--- src/rtl/led_pattern_pkg.sv ---
// Shared types and helpers for the multi-channel LED pattern generator.
// Mode encoding is fixed so software can write raw 2-bit codes.
package led_pattern_pkg;

    localparam int MODE_W = 2;

    typedef enum logic [MODE_W-1:0] {
        MODE_OFF     = 2'd0,
        MODE_ON      = 2'd1,
        MODE_BLINK   = 2'd2,
        MODE_BREATHE = 2'd3
    } mode_e;

    localparam mode_e RESET_MODE = MODE_OFF;

    // A single channel still needs a one-bit select field.
    function automatic int chWidth(input int numCh);
        return (numCh > 1) ? $clog2(numCh) : 1;
    endfunction

endpackage

--- src/rtl/led_pattern_gen_if.sv ---
// Configuration write port: valid/ready handshake carrying channel, mode and period.
interface led_pattern_gen_if
    import led_pattern_pkg::*;
#(
    parameter int CH_W     = 2,
    parameter int PERIOD_W = 16
) ();

    logic                cfg_valid;
    logic                cfg_ready;
    logic [CH_W-1:0]     cfg_ch;
    mode_e               cfg_mode;
    logic [PERIOD_W-1:0] cfg_period;

    modport master (
        output cfg_valid,
        output cfg_ch,
        output cfg_mode,
        output cfg_period,
        input  cfg_ready
    );

    modport slave (
        input  cfg_valid,
        input  cfg_ch,
        input  cfg_mode,
        input  cfg_period,
        output cfg_ready
    );

endinterface

--- src/rtl/led_pattern_gen_channel.sv ---
// One LED channel: step counter on the shared tick, blink phase, breathe ramp
// and the combinational drive decision (registered by the top level).
module led_channel
    import led_pattern_pkg::*;
#(
    parameter int PERIOD_W = 16,
    parameter int PWM_W    = 8
) (
    input  logic                clk_i,
    input  logic                rst_i,
    input  logic                tick_i,
    input  logic [PWM_W-1:0]    pwm_cnt_i,
    input  logic                load_i,
    input  mode_e               mode_i,
    input  logic [PERIOD_W-1:0] period_i,
    output logic                led_o
);

    localparam logic [PWM_W-1:0] LMAX = '1;

    mode_e               mode_q, mode_d;
    logic [PERIOD_W-1:0] period_q, period_d;
    logic [PERIOD_W-1:0] stepCnt_q, stepCnt_d;
    logic                phase_q, phase_d;
    logic [PWM_W-1:0]    level_q, level_d;
    logic                dirUp_q, dirUp_d;

    logic [PERIOD_W-1:0] stepLast;
    logic                stepEvent;

    always_ff @(posedge clk_i) begin
        if (rst_i) begin
            mode_q    <= RESET_MODE;
            period_q  <= PERIOD_W'(1);
            stepCnt_q <= '0;
            phase_q   <= 1'b1;
            level_q   <= '0;
            dirUp_q   <= 1'b1;
        end else begin
            mode_q    <= mode_d;
            period_q  <= period_d;
            stepCnt_q <= stepCnt_d;
            phase_q   <= phase_d;
            level_q   <= level_d;
            dirUp_q   <= dirUp_d;
        end
    end

    // A load restarts the channel and swallows any event landing on the same edge.
    always_comb begin
        mode_d    = mode_q;
        period_d  = period_q;
        stepCnt_d = stepCnt_q;
        phase_d   = phase_q;
        level_d   = level_q;
        dirUp_d   = dirUp_q;
        stepEvent = 1'b0;
        stepLast  = (period_q == '0) ? '0 : period_q - PERIOD_W'(1);

        if (load_i) begin
            mode_d    = mode_i;
            period_d  = period_i;
            stepCnt_d = '0;
            phase_d   = 1'b1;
            level_d   = '0;
            dirUp_d   = 1'b1;
        end else if (tick_i) begin
            if (stepCnt_q == stepLast) begin
                stepCnt_d = '0;
                stepEvent = 1'b1;
            end else begin
                stepCnt_d = stepCnt_q + PERIOD_W'(1);
            end
        end

        if (stepEvent && mode_q == MODE_BLINK) begin
            phase_d = ~phase_q;
        end

        // Triangle ramp reverses on the endpoint itself, so neither end dwells.
        if (stepEvent && mode_q == MODE_BREATHE) begin
            if (dirUp_q) begin
                if (level_q == LMAX) begin
                    dirUp_d = 1'b0;
                    level_d = LMAX - PWM_W'(1);
                end else begin
                    level_d = level_q + PWM_W'(1);
                end
            end else begin
                if (level_q == '0) begin
                    dirUp_d = 1'b1;
                    level_d = PWM_W'(1);
                end else begin
                    level_d = level_q - PWM_W'(1);
                end
            end
        end
    end

    always_comb begin
        led_o = 1'b0;
        case (mode_q)
            MODE_OFF:     led_o = 1'b0;
            MODE_ON:      led_o = 1'b1;
            MODE_BLINK:   led_o = phase_q;
            MODE_BREATHE: led_o = (pwm_cnt_i < level_q);
            default:      led_o = 1'b0;
        endcase
    end

endmodule

--- src/rtl/led_pattern_gen.sv ---
// Multi-channel LED pattern generator: shared prescaler tick and PWM counter,
// config handshake and per-channel decode feeding NUM_CH led_channel instances.
module led_pattern_gen
    import led_pattern_pkg::*;
#(
    parameter int CLK_HZ   = 100_000_000,
    parameter int TICK_HZ  = 1_000,
    parameter int NUM_CH   = 4,
    parameter int PERIOD_W = 16,
    parameter int PWM_W    = 8
) (
    input  logic               clk_i,
    input  logic               rst_i,
    led_pattern_gen_if.slave   cfg,
    output logic [NUM_CH-1:0]  led_o,
    output logic               tick_o
);

    localparam int DIV     = CLK_HZ / TICK_HZ;
    localparam int PRESC_W = (DIV > 1) ? $clog2(DIV) : 1;
    localparam int CH_W    = chWidth(NUM_CH);

    if (DIV < 2 || (CLK_HZ % TICK_HZ) != 0 || NUM_CH < 1) begin : g_badParams
        $error("led_pattern_gen: CLK_HZ/TICK_HZ must be an integer >= 2 and NUM_CH >= 1");
    end

    logic [PRESC_W-1:0] presc_q, presc_d;
    logic               tick_q, tick_d;
    logic [PWM_W-1:0]   pwm_q, pwm_d;
    logic               ready_q;
    logic [NUM_CH-1:0]  led_q;

    logic               accept;
    logic [NUM_CH-1:0]  chLoad;
    logic [NUM_CH-1:0]  chLed;

    always_comb begin
        presc_d = (presc_q == PRESC_W'(DIV - 1)) ? '0 : presc_q + PRESC_W'(1);
        tick_d  = (presc_q == PRESC_W'(DIV - 1));
        pwm_d   = pwm_q + PWM_W'(1);
    end

    // Ready is simply a delayed ~reset: no back-pressure once out of reset.
    always_ff @(posedge clk_i) begin
        if (rst_i) begin
            presc_q <= '0;
            tick_q  <= 1'b0;
            pwm_q   <= '0;
            ready_q <= 1'b0;
            led_q   <= '0;
        end else begin
            presc_q <= presc_d;
            tick_q  <= tick_d;
            pwm_q   <= pwm_d;
            ready_q <= 1'b1;
            led_q   <= chLed;
        end
    end

    assign accept        = cfg.cfg_valid && ready_q;
    assign cfg.cfg_ready = ready_q;
    assign tick_o        = tick_q;
    assign led_o         = led_q;

    // Out-of-range channel numbers match no instance, so the write is a no-op.
    for (genvar i = 0; i < NUM_CH; i++) begin : g_ch
        assign chLoad[i] = accept && (cfg.cfg_ch == CH_W'(i));

        led_channel #(
            .PERIOD_W (PERIOD_W),
            .PWM_W    (PWM_W)
        ) u_channel (
            .clk_i     (clk_i),
            .rst_i     (rst_i),
            .tick_i    (tick_q),
            .pwm_cnt_i (pwm_q),
            .load_i    (chLoad[i]),
            .mode_i    (cfg.cfg_mode),
            .period_i  (cfg.cfg_period),
            .led_o     (chLed[i])
        );
    end

endmodule
--- src/flat_wrapper.sv ---
// flat-port wrapper written by rule: the top's interface ports become plain ports
module led_pattern_gen_flat import led_pattern_pkg::*;
#(
    parameter int CLK_HZ   = 100_000_000,
    parameter int TICK_HZ  = 1_000,
    parameter int NUM_CH   = 4,
    parameter int PERIOD_W = 16,
    parameter int PWM_W    = 8
)
  (clk_i, rst_i, led_o, tick_o, cfg_cfg_valid, cfg_cfg_ch, cfg_cfg_mode, cfg_cfg_period, cfg_cfg_ready);
  led_pattern_gen_if #(.PERIOD_W(PERIOD_W)) cfg_i ();
  input  logic clk_i;
  input  logic rst_i;
  output logic [NUM_CH-1:0] led_o;
  output logic tick_o;
  input wire logic [$bits(cfg_i.cfg_valid)-1:0] cfg_cfg_valid;
  input wire logic [$bits(cfg_i.cfg_ch)-1:0] cfg_cfg_ch;
  input wire logic [$bits(cfg_i.cfg_mode)-1:0] cfg_cfg_mode;
  input wire logic [$bits(cfg_i.cfg_period)-1:0] cfg_cfg_period;
  output wire logic [$bits(cfg_i.cfg_ready)-1:0] cfg_cfg_ready;
  assign cfg_i.cfg_valid = cfg_cfg_valid;
  assign cfg_i.cfg_ch = cfg_cfg_ch;
  assign cfg_i.cfg_mode = cfg_cfg_mode;
  assign cfg_i.cfg_period = cfg_cfg_period;
  assign cfg_cfg_ready = cfg_i.cfg_ready;
  led_pattern_gen #(.CLK_HZ(CLK_HZ), .TICK_HZ(TICK_HZ), .NUM_CH(NUM_CH), .PERIOD_W(PERIOD_W), .PWM_W(PWM_W)) u_core (.clk_i(clk_i), .rst_i(rst_i), .cfg(cfg_i), .led_o(led_o), .tick_o(tick_o));
endmodule
--- config.mk ---
export PLATFORM = sky130hd
export DESIGN_NAME = led_pattern_gen_flat
export DESIGN_NICKNAME = d
export VERILOG_FILES = /design/src/rtl/led_pattern_pkg.sv /design/src/rtl/led_pattern_gen_if.sv /design/src/rtl/led_pattern_gen_channel.sv /design/src/rtl/led_pattern_gen.sv /design/src/flat_wrapper.sv
export SDC_FILE = /design/constraint.sdc
export NUM_CORES = 1
export LEC_CHECK = 0
export CAP_MARGIN = 30
export CORE_MARGIN = 5
export CORE_UTILIZATION = 63
export CTS_BUF_LIST = sky130_fd_sc_hd__clkbuf_16
export CTS_CLUSTER_DIAMETER = 80
export DETAILED_ROUTE_END_ITERATION = 8
export GPL_ROUTABILITY_DRIVEN = 0
export PLACE_DENSITY = 0.83
export SLEW_MARGIN = 20
export SYNTH_ARGS = -nofsm -noshare
export SYNTH_HDL_FRONTEND = slang
export SYNTH_SLANG_ARGS = --single-unit
--- constraint.sdc ---
create_clock -name clk_i -period 5 [get_ports clk_i]
set_input_delay 0.5 -clock clk_i [delete_from_list [all_inputs] [get_ports clk_i]]
set_output_delay 0.5 -clock clk_i [all_outputs]
set_load 0.02 [all_outputs]
# --- Word level (Yosys, flattened, before mapping) ---
# Index checks and enable logic that the tools add are counted.
totals:
  ff_bits: 207
  input_bits: 23
  output_inout_bits: 6
  elab_cells: 191
op_classes:
  addsub: 18
  magnitude_cmp: 4
  eq_ne: 24
  muxes: 73
  n_bitwise: 4
  reduce_logical: 39
ops:
  columns: ["operator", "count"]
  rows:
  - ["$mux 8", 20]
  - ["$mux 16", 8]
  - ["$add 16x1->16 const B", 4]
  - ["$eq 16x16->1", 4]
  - ["$logic_not 16->1", 4]
  - ["$sub 16x1->16 const B", 4]
  - ["$mux 1", 41]
  - ["$add 8x1->8 const B", 5]
  - ["$eq 8x8->1 const B", 4]
  - ["$logic_not 8->1", 4]
  - ["$lt 8x8->1", 4]
  - ["$sub 8x1->8 const B", 4]
  - ["$eq 2x2->1 const B", 10]
  - ["$add 17x1->17 const B", 1]
  - ["$eq 17x17->1 const B", 1]
  - ["$pmux 1 s4", 4]
  - ["$reduce_bool 2->1", 8]
  - ["$logic_and 1x1->1", 13]
  - ["$eq 2x1->1 const B", 5]
  - ["$logic_not 2->1", 5]
  - ["$reduce_or 2->1", 5]
  - ["$not 1->1", 4]

# --- Depth between registers and ports, before layout ---
# Gate-level depths: netlist (run 1).
depth:
  ltp_word: 8
  depth_mapped: 14
  mapped_depth_nobuf: 11

# --- Modules after synthesis ---
# A second synthesis (run 1) with hierarchy kept.
hier_totals:
  hier_cells: 1644
  area_unflattened_um2: 13312.8
modules_own_cells:
  columns: ["module", "instances", "cells_per_inst", "area_each_um2", "seq_area_each_um2"]
  rows:
  - ["led_channel", 4, 377, 3019.1, 880.8]
  - ["led_pattern_gen", 1, 136, 1236.2, 620.6]

# --- Worst setup path after synthesis (run 1) ---
# Ideal clock, no wire load.
synth_timing:
  path_kind: "register to register"
  start: "reg u_core.g_ch[2].u_channel.period_q[0]"
  end: "reg u_core.g_ch[2].u_channel.level_q[3]"
  setup_ns: 0.115
  arrival_time_ns: 3.763
  required_time_ns: 4.885
  setup_slack_ns: 1.123
  path_stages_with_launch: 14
  n_path_buf: 2
  synth_period_minus_slack_ns: 3.877
  cell_sequence: "dfxtp_1 > inv_1 > ha_1 > or4b_1 > buf_2 > nor4_1 > mux2_2 > a211oi_2 > o22ai_1 > or4_4 > or4_4 > buf_6 > and3_1 > o21a_1"
synth_between:
  elab_chain_len: 8
  elab_cells_between_ends: 10
  classes_between: "1 x add/sub; 1 x eq/ne; 5 x mux; 3 x reduce/logical"
synth_lines:
  columns: ["element", "line", "source"]
  rows:
  - ["start: declaration", "led_pattern_gen_channel.sv:22", "logic [PERIOD_W-1:0] period_q, period_d;"]
  - ["start signal: assignment", "led_pattern_gen_channel.sv:41", "period_q <= period_d;"]
  - ["$sub 16x1->16 / $logic_not 16->1 (equally long branches)", "led_pattern_gen_channel.sv:58", "stepLast = (period_q == '0) ? '0 : period_q - PERIOD_W'(1);"]
  - ["$mux 16 *", "led_pattern_gen_channel.sv:58", null]
  - ["$eq 16x16->1 *", "led_pattern_gen_channel.sv:68", "if (stepCnt_q == stepLast) begin"]
  - ["$mux 1 *", "led_pattern_gen_channel.sv:68", null]
  - ["$mux 1 *", "led_pattern_gen_channel.sv:67", "end else if (tick_i) begin"]
  - ["$mux 1 *", "led_pattern_gen_channel.sv:60", "if (load_i) begin"]
  - ["$logic_and 1x1->1 *", "led_pattern_gen_channel.sv:81", "if (stepEvent && mode_q == MODE_BREATHE) begin"]
  - ["$mux 8 / $reduce_bool 2->1 (equally long branches)", null, null]
  - ["end signal: assignment", "led_pattern_gen_channel.sv:44", "level_q <= level_d;"]
  - ["end: declaration", "led_pattern_gen_channel.sv:25", "logic [PWM_W-1:0] level_q, level_d;"]
# Mark *: on every way between the ends. The rest lies on a longest branch, timed or not.
# A chain may end at the register's enable or synchronous reset.

# --- Worst setup path in the final report (run 1) ---
# Ends and elaborated chain as after synthesis.

==> summary.txt, run 1 <==
Run status
  • Status: finished, final reports clean

Route
  • Met2 wire len: 15.5 mm
  • Number of DRC markers in iteration 0: 1280
  • Wl on met1: 14.5 mm
  • Number of search-and-repair iterations in the first detailed-routing pass: 6
  • Final routed wire length divided by cell count: 16.6 microns
  • Max layer used: met4
  • Total DRC errors in the routed layout: 0
  • Post-detailed-route via-to-cell ratio: 6.13
  • Overall via count from detail_route: 12100
  • Antenna-violating nets left: 0
  • Sum of routed wire length over all layers: 32.8 mm
  • Routed length on met3: 1.90 mm

Setup path
  • Sort of element at the start of the critical path: register
  • Critical path type: reg2reg
  • Nature of the critical path endpoint: register
  • Critical path arrival: 4660 ps
  • RR Endpoint: u_core.g_ch[2].u_channel.level_q[3]
  • Data required time of the critical path: 5390 ps
  • Register-to-Register Setup Slack: 730 ps
  • Max FO, Critical Path: 15
  • Launch instance of the worst register-to-register path: u_core.g_ch[2].u_channel.period_q[0]
  • Worst Reg2Reg Path Length in Cells: 11
  • Worst setup startpoint: u_core.g_ch[2].u_channel.period_q[0]

Die
  • Effective utilization at floorplan: 0.639
  • Die height: 153 microns
  • Area enclosed by the die boundary: 23400 sq um
  • Placement row count: 52
  • Core area: 20200 sq um
  • I/O Pins: 29
  • Horizontal extent of the die: 153 microns

Placed design
  • Port Buf Inserts: 28
  • Setup WS pre-CTS: 806 ps
  • Detailed placement HPWL: 23.1 mm

Worst hold path
  • Worst hold path type: in2reg
  • Hold-critical path endpoint: u_core.pwm_q[0]
  • Worst Hold Depth: 2
  • Critical hold path startpoint: rst_i

Power
  • Part of the power in combinational logic: 0.088
  • Internal power: 2.80 mW
  • Worst vdd rail ir drop: 291 uV
  • Power Dens Cells: 264 nW/um^2
  • Clock Power Share: 0.456
  • Static leakage: 5.19 nW
  • Part of the total power dissipated in sequential elements: 0.456
  • NetSw: 0.915 mW
  • Fraction of power spent switching nets: 0.246

Timing
  • Final TNS setup: 0 ps
  • Worst Max-Slew Pin Slew: 992 ps
  • RSZ-0062 raised after global routing: no
  • Final period utilization: 0.853
  • Fin crit period: 4270 ps
  • Largest clock skew in the final design: 23.2 ps
  • Worst rel slew slack: 0.333
  • Setup slack of the critical path after layout: 734 ps
  • Final Max Slew Viols: 0
  • Fmax: 234 MHz
  • Count of final hold-check violations: 0
  • Number of failing setup endpoints in the final timing report: 0

GRT
  • Wire length of the first global-routing pass: 54.3 mm
  • Vias in the first global route: 11400
  • Pin count of the biggest net entering global routing: 64
  • Initial antenna violation count: 0
  • Total congestion overflow: 0
  • Gr usage total: 0.267

Cells and area
  • FF+latch area: 4140 sq um
  • Area used by multi-input combinational logic: 8190 sq um
  • Fraction of final layout cells sized beyond drive strength 1: 0.0464
  • Net count, final: 1760
  • Signed area change from the synthesized netlist to the final layout: 9.20%
  • Diodes inserted: 0
  • Layout filler cell count: 1664

Logic synthesis
  • Largest family of logic cells by synthesized area: simple AND/OR/NAND/NOR gates
  • Mean cell area of the mapped netlist: 7.57 sq um
  • Sequential element share of the synthesized area: 0.322
  • Area leader, netlist: sky130_fd_sc_hd__dfxtp_1
  • Cell variety after synth: 77
  • Number of flops mapped to enable cells by yosys: 0
  • Top cells by area, synth: sky130_fd_sc_hd__dfxtp_1 32%, sky130_fd_sc_hd__nand2_1 7.3%, sky130_fd_sc_hd__nor2_1 5.4%, sky130_fd_sc_hd__xnor2_1 5.2%, sky130_fd_sc_hd__xor2_1 5.0%
  • Leading post-synthesis cells by instance count: 249 x sky130_fd_sc_hd__nand2_1, 207 x sky130_fd_sc_hd__dfxtp_1, 185 x sky130_fd_sc_hd__nor2_1, 124 x sky130_fd_sc_hd__a21oi_1, 76 x sky130_fd_sc_hd__xnor2_1
  • Cell count after synthesis: 1701
  • Synthesized net count: 1774
  • Synth warnings: 0
  • FFs w/ async S/R, synth: 0
  • Arithmetic-cell share of the synthesized area counting full adders, half adders and majority gates: 0.0486
  • Predominant post-synthesis flop cell: sky130_fd_sc_hd__dfxtp_1
  • XOR/XNOR share of the synthesized area: 0.105
  • Count of state elements after synthesis: 207
  • Combined area of all synthesized cells: 12900 sq um
  • Most used standard cell by instance count after synthesis: sky130_fd_sc_hd__nand2_1
  • Portion of synthesized cell area occupied by the leading cell type: 0.322
  • Mux cell area share after synthesis: 0.0244
  • Post-synthesis compound-gate area fraction: 0.157
  • Simple-gate area share of the yosys netlist: 0.298

Clocking
  • Clock Pin Slew Worst Setup and Hold Paths: 60 ps
  • Number of setup buffers added after CTS: 0
  • Clock network latency to the later pin of the worst-skew pair: 520 ps
  • Number of gates resized after cts: 0
  • CTS tree: done
  • Num Clock Sinks: 207
  • Count of hold-fix buffers inserted at cts: 0
  • Number of buffers on the longest clock path: 3
  • Clock root cell: sky130_fd_sc_hd__clkbuf_16
  • Cts bufs inserted: 24
  • Total number of H-tree levels: 1

Flow run
  • Max-cap violation count: 0
-- cell families (layout without fill, tap and decap cells) --
kind of cell,count (synthesis),in the layout
compound gates,323,323
xor+xnor,152,152
fa+ha+maj,50,50
buf+inv,148,150
flops,207,207
mux,30,30
simple gates,791,791
-- layer usage --
| layer | global-route usage | vias up |
|---|---|---|
| met4 | 0.0849 | 0 |
| met5 | 0 | - |
| met1 | 0.356 | 5691 |
| met3 | 0.0368 | 68 |
| li1 | - | 5950 |
| met2 | 0.450 | 386 |
-- cell type report --
class                      count  area share
inverter                      64      0.0171
multi-input combinational   1346       0.582
clock buffer                  25      0.0445
clock inverter                17     0.00943
tap                          270      0.0240
sequential                   207       0.295
timing repair buffer          44      0.0283
-- layout by cell type, fill, tap and decap left out, drive strengths merged, types with 9 or more instances in the layout --
cell type,n
o21ai,57
nand3,72
or3,19
nor2b,13
buf,17
o211ai,12
ha,50
dfxtp,207
or4,15
nand2b,17
and2,13
a31oi,18
o22ai,12
nor2,186
nor3,47
nand2,249
inv,70
clkdlybuf4s50,27
nand4,41
and3,40
xor2,74
a211oi,17
clkbuf,25
xnor2,76
nor4,30
a21o,16
nor3b,9
a21oi,124
mux2i,22
-- power by group through the flow --
stage | clock (mW) | sequential, mW | combinational, mW
after global routing | 1.79 | 1.70 | 0.357
after floorplan | 0 | 1.72 | 0.225
after CTS | 1.72 | 1.69 | 0.322
final | 1.69 | 1.70 | 0.328
after detailed placement | 0 | 1.73 | 0.319
after global placement | 0 | 1.73 | 0.312
-- worst max path at each step --
| stage | endpoint | slack, ps |
|---|---|---|
| 3_3_place_gp | u_core.g_ch[2].u_channel.level_q[3] | 920 |
| 6_report | u_core.g_ch[2].u_channel.level_q[3] | 730 |
| 4_1_cts | u_core.g_ch[2].u_channel.level_q[3] | 780 |
| 3_5_place_dp | u_core.g_ch[2].u_channel.level_q[3] | 810 |
| 2_1_floorplan | u_core.g_ch[2].u_channel.level_q[3] | 1120 |
| 5_1_grt | u_core.g_ch[2].u_channel.level_q[3] | 570 |
-- worst max-delay path, cell delays in order, from the launching register on --
cell and delay, ps:
sky130_fd_sc_hd__dfxtp_1 370, sky130_fd_sc_hd__inv_1 100, sky130_fd_sc_hd__ha_1 260, sky130_fd_sc_hd__or4b_1 600
sky130_fd_sc_hd__nor4_1 480, sky130_fd_sc_hd__mux2_2 420, sky130_fd_sc_hd__a211oi_2 170, sky130_fd_sc_hd__o22ai_1 120
sky130_fd_sc_hd__or4_4 590, sky130_fd_sc_hd__or4_4 620, sky130_fd_sc_hd__and3_1 230, sky130_fd_sc_hd__o21a_1 180
-- registers in the layout (all words and copies together), names as in the netlist --
register and flops:
u_core.tick_o 1, u_core.g_ch.u_channel.period_q 64, u_core.cfg.cfg_ready 1, u_core.g_ch.u_channel.level_q 32, u_core.g_ch.u_channel.stepCnt_q 64, u_core.pwm_q 8
u_core.g_ch.u_channel.mode_q 8, u_core.g_ch.u_channel.phase_q 4, u_core.led_o 4, u_core.g_ch.u_channel.dirUp_q 4, u_core.presc_q 17
-- metrics by stage --
stage | hold slack, ps | utilization | area (sq um) | instances | total power [mW]
2_1_floorplan | 430 | - | 12900 | 1701 | 1.95
3_3_place_gp | 441 | 0.659 | 13300 | 1930 | 2.04
3_5_place_dp | 463 | 0.659 | 13300 | 1930 | 2.05
4_1_cts | 431 | 0.697 | 14100 | 1972 | 3.73
5_1_grt | 455 | 0.697 | 14100 | 1973 | 3.85
6_report | 437 | 0.697 | 14100 | 1973 | 3.72
(Power assumes the default switching activity.)
==> run 2: changes to the inputs <==
--- a/config.mk
+++ b/config.mk
@@ -5,14 +5,16 @@
 export SDC_FILE = /design/constraint.sdc
 export NUM_CORES = 1
 export LEC_CHECK = 0
+export ABC_AREA = 1
 export CAP_MARGIN = 30
 export CORE_MARGIN = 5
-export CORE_UTILIZATION = 63
+export CORE_UTILIZATION = 64
 export CTS_BUF_LIST = sky130_fd_sc_hd__clkbuf_16
 export CTS_CLUSTER_DIAMETER = 80
 export DETAILED_ROUTE_END_ITERATION = 8
 export GPL_ROUTABILITY_DRIVEN = 0
-export PLACE_DENSITY = 0.83
+export GPL_TIMING_DRIVEN = 0
+export PLACE_DENSITY = 0.84
 export SLEW_MARGIN = 20
 export SYNTH_ARGS = -nofsm -noshare
 export SYNTH_HDL_FRONTEND = slang
==> summary.txt, run 2 <==
Logic synthesis
  • Portion of synthesized cell area occupied by the leading cell type: 0.300 (was 0.322)
  • Count of state elements after synthesis: 207 (unchanged)
  • Leading post-synthesis cells by instance count: 446 x sky130_fd_sc_hd__nand2_1, 271 x sky130_fd_sc_hd__nor2_1, 266 x sky130_fd_sc_hd__inv_1, 207 x sky130_fd_sc_hd__dfxtp_1, 205 x sky130_fd_sc_hd__nand3_1 (was 249 x sky130_fd_sc_hd__nand2_1, 207 x sky130_fd_sc_hd__dfxtp_1, 185 x sky130_fd_sc_hd__nor2_1, 124 x sky130_fd_sc_hd__a21oi_1, 76 x sky130_fd_sc_hd__xnor2_1)
  • Top cells by area, synth: sky130_fd_sc_hd__dfxtp_1 30%, sky130_fd_sc_hd__nand2_1 12%, sky130_fd_sc_hd__nand3_1 7.4%, sky130_fd_sc_hd__nor2_1 7.4%, sky130_fd_sc_hd__inv_1 7.2% (was sky130_fd_sc_hd__dfxtp_1 32%, sky130_fd_sc_hd__nand2_1 7.3%, sky130_fd_sc_hd__nor2_1 5.4%, sky130_fd_sc_hd__xnor2_1 5.2%, sky130_fd_sc_hd__xor2_1 5.0%)
  • Combined area of all synthesized cells: 13800 sq um (was 12900 sq um)
  • Area leader, netlist: sky130_fd_sc_hd__dfxtp_1 (unchanged)
  • FFs w/ async S/R, synth: 0 (unchanged)
  • Cell variety after synth: 51 (was 77)
  • Most used standard cell by instance count after synthesis: sky130_fd_sc_hd__nand2_1 (unchanged)
  • Synthesized net count: 2230 (was 1774)
  • Mean cell area of the mapped netlist: 6.41 sq um (was 7.57 sq um)
  • Number of flops mapped to enable cells by yosys: 0 (unchanged)
  • Cell count after synthesis: 2157 (was 1701)
  • Synth warnings: 0 (unchanged)
  • Predominant post-synthesis flop cell: sky130_fd_sc_hd__dfxtp_1 (unchanged)
  • Sequential element share of the synthesized area: 0.300 (was 0.322)

Timing
  • Worst rel slew slack: 0.379 (was 0.333)
  • RSZ-0062 raised after global routing: no (unchanged)
  • Final Max Slew Viols: 0 (unchanged)
  • Count of final hold-check violations: 0 (unchanged)
  • Fin crit period: 2690 ps (was 4270 ps)
  • Final period utilization: 0.538 (was 0.853)
  • Number of failing setup endpoints in the final timing report: 0 (unchanged)
  • Setup slack of the critical path after layout: 2310 ps (was 734 ps)
  • Fmax: 372 MHz (was 234 MHz)
  • Largest clock skew in the final design: 15.8 ps (was 23.2 ps)
  • Final TNS setup: 0 ps (unchanged)
  • Worst Max-Slew Pin Slew: 927 ps (was 992 ps)

Worst hold path
  • Hold-critical path endpoint: u_core.g_ch[3].u_channel.period_q[1] (was u_core.pwm_q[0])
  • Worst Hold Depth: 2 (unchanged)
  • Critical hold path startpoint: u_core.g_ch[3].u_channel.period_q[1] (was rst_i)
  • Worst hold path type: reg2reg (was in2reg)

Clocking
  • Number of setup buffers added after CTS: 0 (unchanged)
  • Clock Pin Slew Worst Setup and Hold Paths: 60 ps (about the same)
  • CTS tree: done (unchanged)
  • Number of gates resized after cts: 0 (unchanged)
  • Total number of H-tree levels: 1 (unchanged)
  • Count of hold-fix buffers inserted at cts: 0 (unchanged)
  • Number of buffers on the longest clock path: 3 (unchanged)
  • Cts bufs inserted: 23 (was 24)
  • Clock root cell: sky130_fd_sc_hd__clkbuf_16 (unchanged)
  • Clock network latency to the later pin of the worst-skew pair: 520 ps (about the same)
  • Num Clock Sinks: 207 (unchanged)

Placed design
  • Setup WS pre-CTS: 2040 ps (was 806 ps)
  • Port Buf Inserts: 28 (unchanged)
  • Detailed placement HPWL: 29.3 mm (was 23.1 mm)

Setup path
  • Critical path type: reg2reg (unchanged)
  • RR Endpoint: u_core.g_ch[0].u_channel.stepCnt_q[6] (was u_core.g_ch[2].u_channel.level_q[3])
  • Top Family by Delay on Critical Path: simple AND/OR/NAND/NOR gates (unchanged)
  • Buffers and inverters on the worst path: 3 (was 1)
  • Critical path arrival: 3090 ps (was 4660 ps)
  • Max FO, Critical Path: 10 (was 15)
  • Nature of the critical path endpoint: register (unchanged)
  • Register-to-Register Setup Slack: 2310 ps (was 730 ps)
  • Data required time of the critical path: 5400 ps (was 5390 ps)
  • Sort of element at the start of the critical path: register (unchanged)
  • Crit path cell chain: inv_1, ha_1, nand2_1, nor2_1, nand2_2, buf_6, nand3_1, nand2_1, nor2_1, nand2_1, nor2_1, nand3_1, nor2_2, nand2_2, nand2_2, buf_6, nor3_1 (was inv_1, ha_1, or4b_1, nor4_1, mux2_2, a211oi_2, o22ai_1, or4_4, or4_4, and3_1, o21a_1)
  • Worst Reg2Reg Path Length in Cells: 17 (was 11)
  • Slowest cell on the critical path: sky130_fd_sc_hd__nor2_2 (was sky130_fd_sc_hd__or4_4)
  • Largest stage delay on the critical path: 300 ps (was 620 ps)
  • Launch instance of the worst register-to-register path: u_core.g_ch[0].u_channel.period_q[1] (was u_core.g_ch[2].u_channel.period_q[0])

GRT
  • Vias in the first global route: 13700 (was 11400)
  • Initial antenna violation count: 0 (unchanged)
  • Total congestion overflow: 0 (unchanged)
  • Gr usage total: 0.311 (was 0.267)
  • Pin count of the biggest net entering global routing: 14 (was 64)
  • Wire length of the first global-routing pass: 64.1 mm (was 54.3 mm)

Cells and area
  • Layout filler cell count: 1862 (was 1664)
  • Commonest cells after routing, fill and taps aside: 446 x sky130_fd_sc_hd__nand2_1, 271 x sky130_fd_sc_hd__nor2_1, 269 x sky130_fd_sc_hd__inv_1 (was 249 x sky130_fd_sc_hd__nand2_1, 207 x sky130_fd_sc_hd__dfxtp_1, 185 x sky130_fd_sc_hd__nor2_1)
  • Regs by FF count: u_core.g_ch.u_channel.period_q: 64 flops, u_core.g_ch.u_channel.stepCnt_q: 64 flops, u_core.g_ch.u_channel.level_q: 32 flops (unchanged)
  • Diodes inserted: 0 (unchanged)
  • Net count, final: 2285 (was 1760)
  • Fraction of final layout cells sized beyond drive strength 1: 0.0574 (was 0.0464)
  • Signed area change from the synthesized netlist to the final layout: 10.0% (was 9.20%)
  • Commonest non-fill, non-tap cell in the layout: sky130_fd_sc_hd__nand2_1 (unchanged)
  • Final core utilization: 0.719 (was 0.697)

Route
  • Final routed wire length divided by cell count: 15.5 microns (was 16.6 microns)
  • Sum of routed wire length over all layers: 38.8 mm (was 32.8 mm)
  • Overall via count from detail_route: 14600 (was 12100)
  • Antenna-violating nets left: 0 (unchanged)
  • Number of search-and-repair iterations in the first detailed-routing pass: 6 (unchanged)
  • Number of DRC markers in iteration 0: 1684 (was 1280)
  • Total DRC errors in the routed layout: 0 (unchanged)
  • Post-detailed-route via-to-cell ratio: 5.83 (was 6.13)

Power
  • Part of the power in combinational logic: 0.127 (was 0.088)
  • Part of the total power dissipated in sequential elements: 0.437 (was 0.456)
  • Power Dens Cells: 257 nW/um^2 (was 264 nW/um^2)
  • Static leakage: 6.55 nW (was 5.19 nW)
  • Worst vdd rail ir drop: 244 uV (was 291 uV)
  • Internal power: 2.84 mW (was 2.80 mW)
  • Fraction of power spent switching nets: 0.273 (was 0.246)
  • NetSw: 1.07 mW (was 0.915 mW)
  • Clock Power Share: 0.437 (was 0.456)

Flow run
  • Max-cap violation count: 0 (unchanged)

Die
  • Core area: 21200 sq um (was 20200 sq um)
  • Horizontal extent of the die: 157 microns (was 153 microns)
  • Area enclosed by the die boundary: 24600 sq um (was 23400 sq um)
  • Placement row count: 53 (was 52)
  • Effective utilization at floorplan: 0.653 (was 0.639)
  • Die height: 157 microns (was 153 microns)
  • I/O Pins: 29 (unchanged)

Run status
  • Status: finished, final reports clean (unchanged)
-- run 2: power by group through the flow --
stage,clock (mW),combinational [mW],sequential (mW)
3_3_place_gp,0,0.467,1.74
4_1_cts,1.72,0.485,1.70
6_report,1.71,0.494,1.70
5_1_grt,1.79,0.547,1.71
2_1_floorplan,0,0.349,1.73
3_5_place_dp,0,0.480,1.74
-- run 2: worst reg2reg max path: stages (launching register included) --
cell                      delay (ps)
sky130_fd_sc_hd__dfxtp_1         290
sky130_fd_sc_hd__inv_1           110
sky130_fd_sc_hd__ha_1            220
sky130_fd_sc_hd__nand2_1         150
sky130_fd_sc_hd__nor2_1          160
sky130_fd_sc_hd__nand2_2         110
sky130_fd_sc_hd__buf_6           160
sky130_fd_sc_hd__nand3_1          60
sky130_fd_sc_hd__nand2_1          80
sky130_fd_sc_hd__nor2_1          110
sky130_fd_sc_hd__nand2_1          50
sky130_fd_sc_hd__nor2_1           90
sky130_fd_sc_hd__nand3_1          90
sky130_fd_sc_hd__nor2_2          300
sky130_fd_sc_hd__nand2_2         230
sky130_fd_sc_hd__nand2_2         160
sky130_fd_sc_hd__buf_6           160
sky130_fd_sc_hd__nor3_1           50
-- run 2: cell type report --
| type | instances | area [sq um] | share of cell area |
|---|---|---|---|
| Buffer | 63 | 333 | 0.0219 |
| Clock buffer | 23 | 576 | 0.0379 |
| Clock inverter | 19 | 173 | 0.0114 |
| Inverter | 275 | 1030 | 0.0679 |
| Multi-Input combinational cell | 1612 | 8310 | 0.547 |
| Sequential cell | 207 | 4140 | 0.273 |
| Tap cell | 275 | 344 | 0.0226 |
| Timing Repair Buffer | 30 | 290 | 0.0191 |
-- run 2: cell families (layout without fill, tap and decap cells) --
family	after synthesis	in the layout	synth area share
compound gates	336	336	0.131
xor+xnor	72	72	0.0456
fa+ha+maj	50	50	0.0453
buf+inv	338	410	0.0988
flops	207	207	0.300
simple gates	1154	1154	0.379
-- run 2: worst max path at each step --
stage	from	to	slack, ps	cells past startpoint
after floorplan	u_core.g_ch[2].u_channel.period_q[0]	u_core.g_ch[2].u_channel.level_q[5]	2840	16
after global placement	cfg_cfg_ch[1]	u_core.g_ch[3].u_channel.level_q[7]	1920	8
after global routing	u_core.g_ch[0].u_channel.period_q[1]	u_core.g_ch[0].u_channel.stepCnt_q[11]	2050	17
after CTS	u_core.g_ch[0].u_channel.period_q[1]	u_core.g_ch[0].u_channel.stepCnt_q[6]	2350	17
final	u_core.g_ch[0].u_channel.period_q[1]	u_core.g_ch[0].u_channel.stepCnt_q[6]	2310	17
after detailed placement	cfg_cfg_ch[1]	u_core.g_ch[3].u_channel.level_q[7]	2040	9
-- run 2: metrics by stage --
step	area, sq um	hold WS [ps]	cells	power, mW
4_1_cts	15200	481	2503	3.91
6_report	15200	479	2504	3.90
3_3_place_gp	14400	428	2460	2.21
5_1_grt	15200	509	2504	4.05
3_5_place_dp	14500	471	2461	2.22
2_1_floorplan	13800	418	2157	2.08
-- run 2: per-layer routing --
layer / GRT usage / wire (microns)
met2: 0.549 / 18600
met5: 0 / 0
met3: 0.0379 / 3200
met1: 0.399 / 15800
met4: 0.0950 / 1220
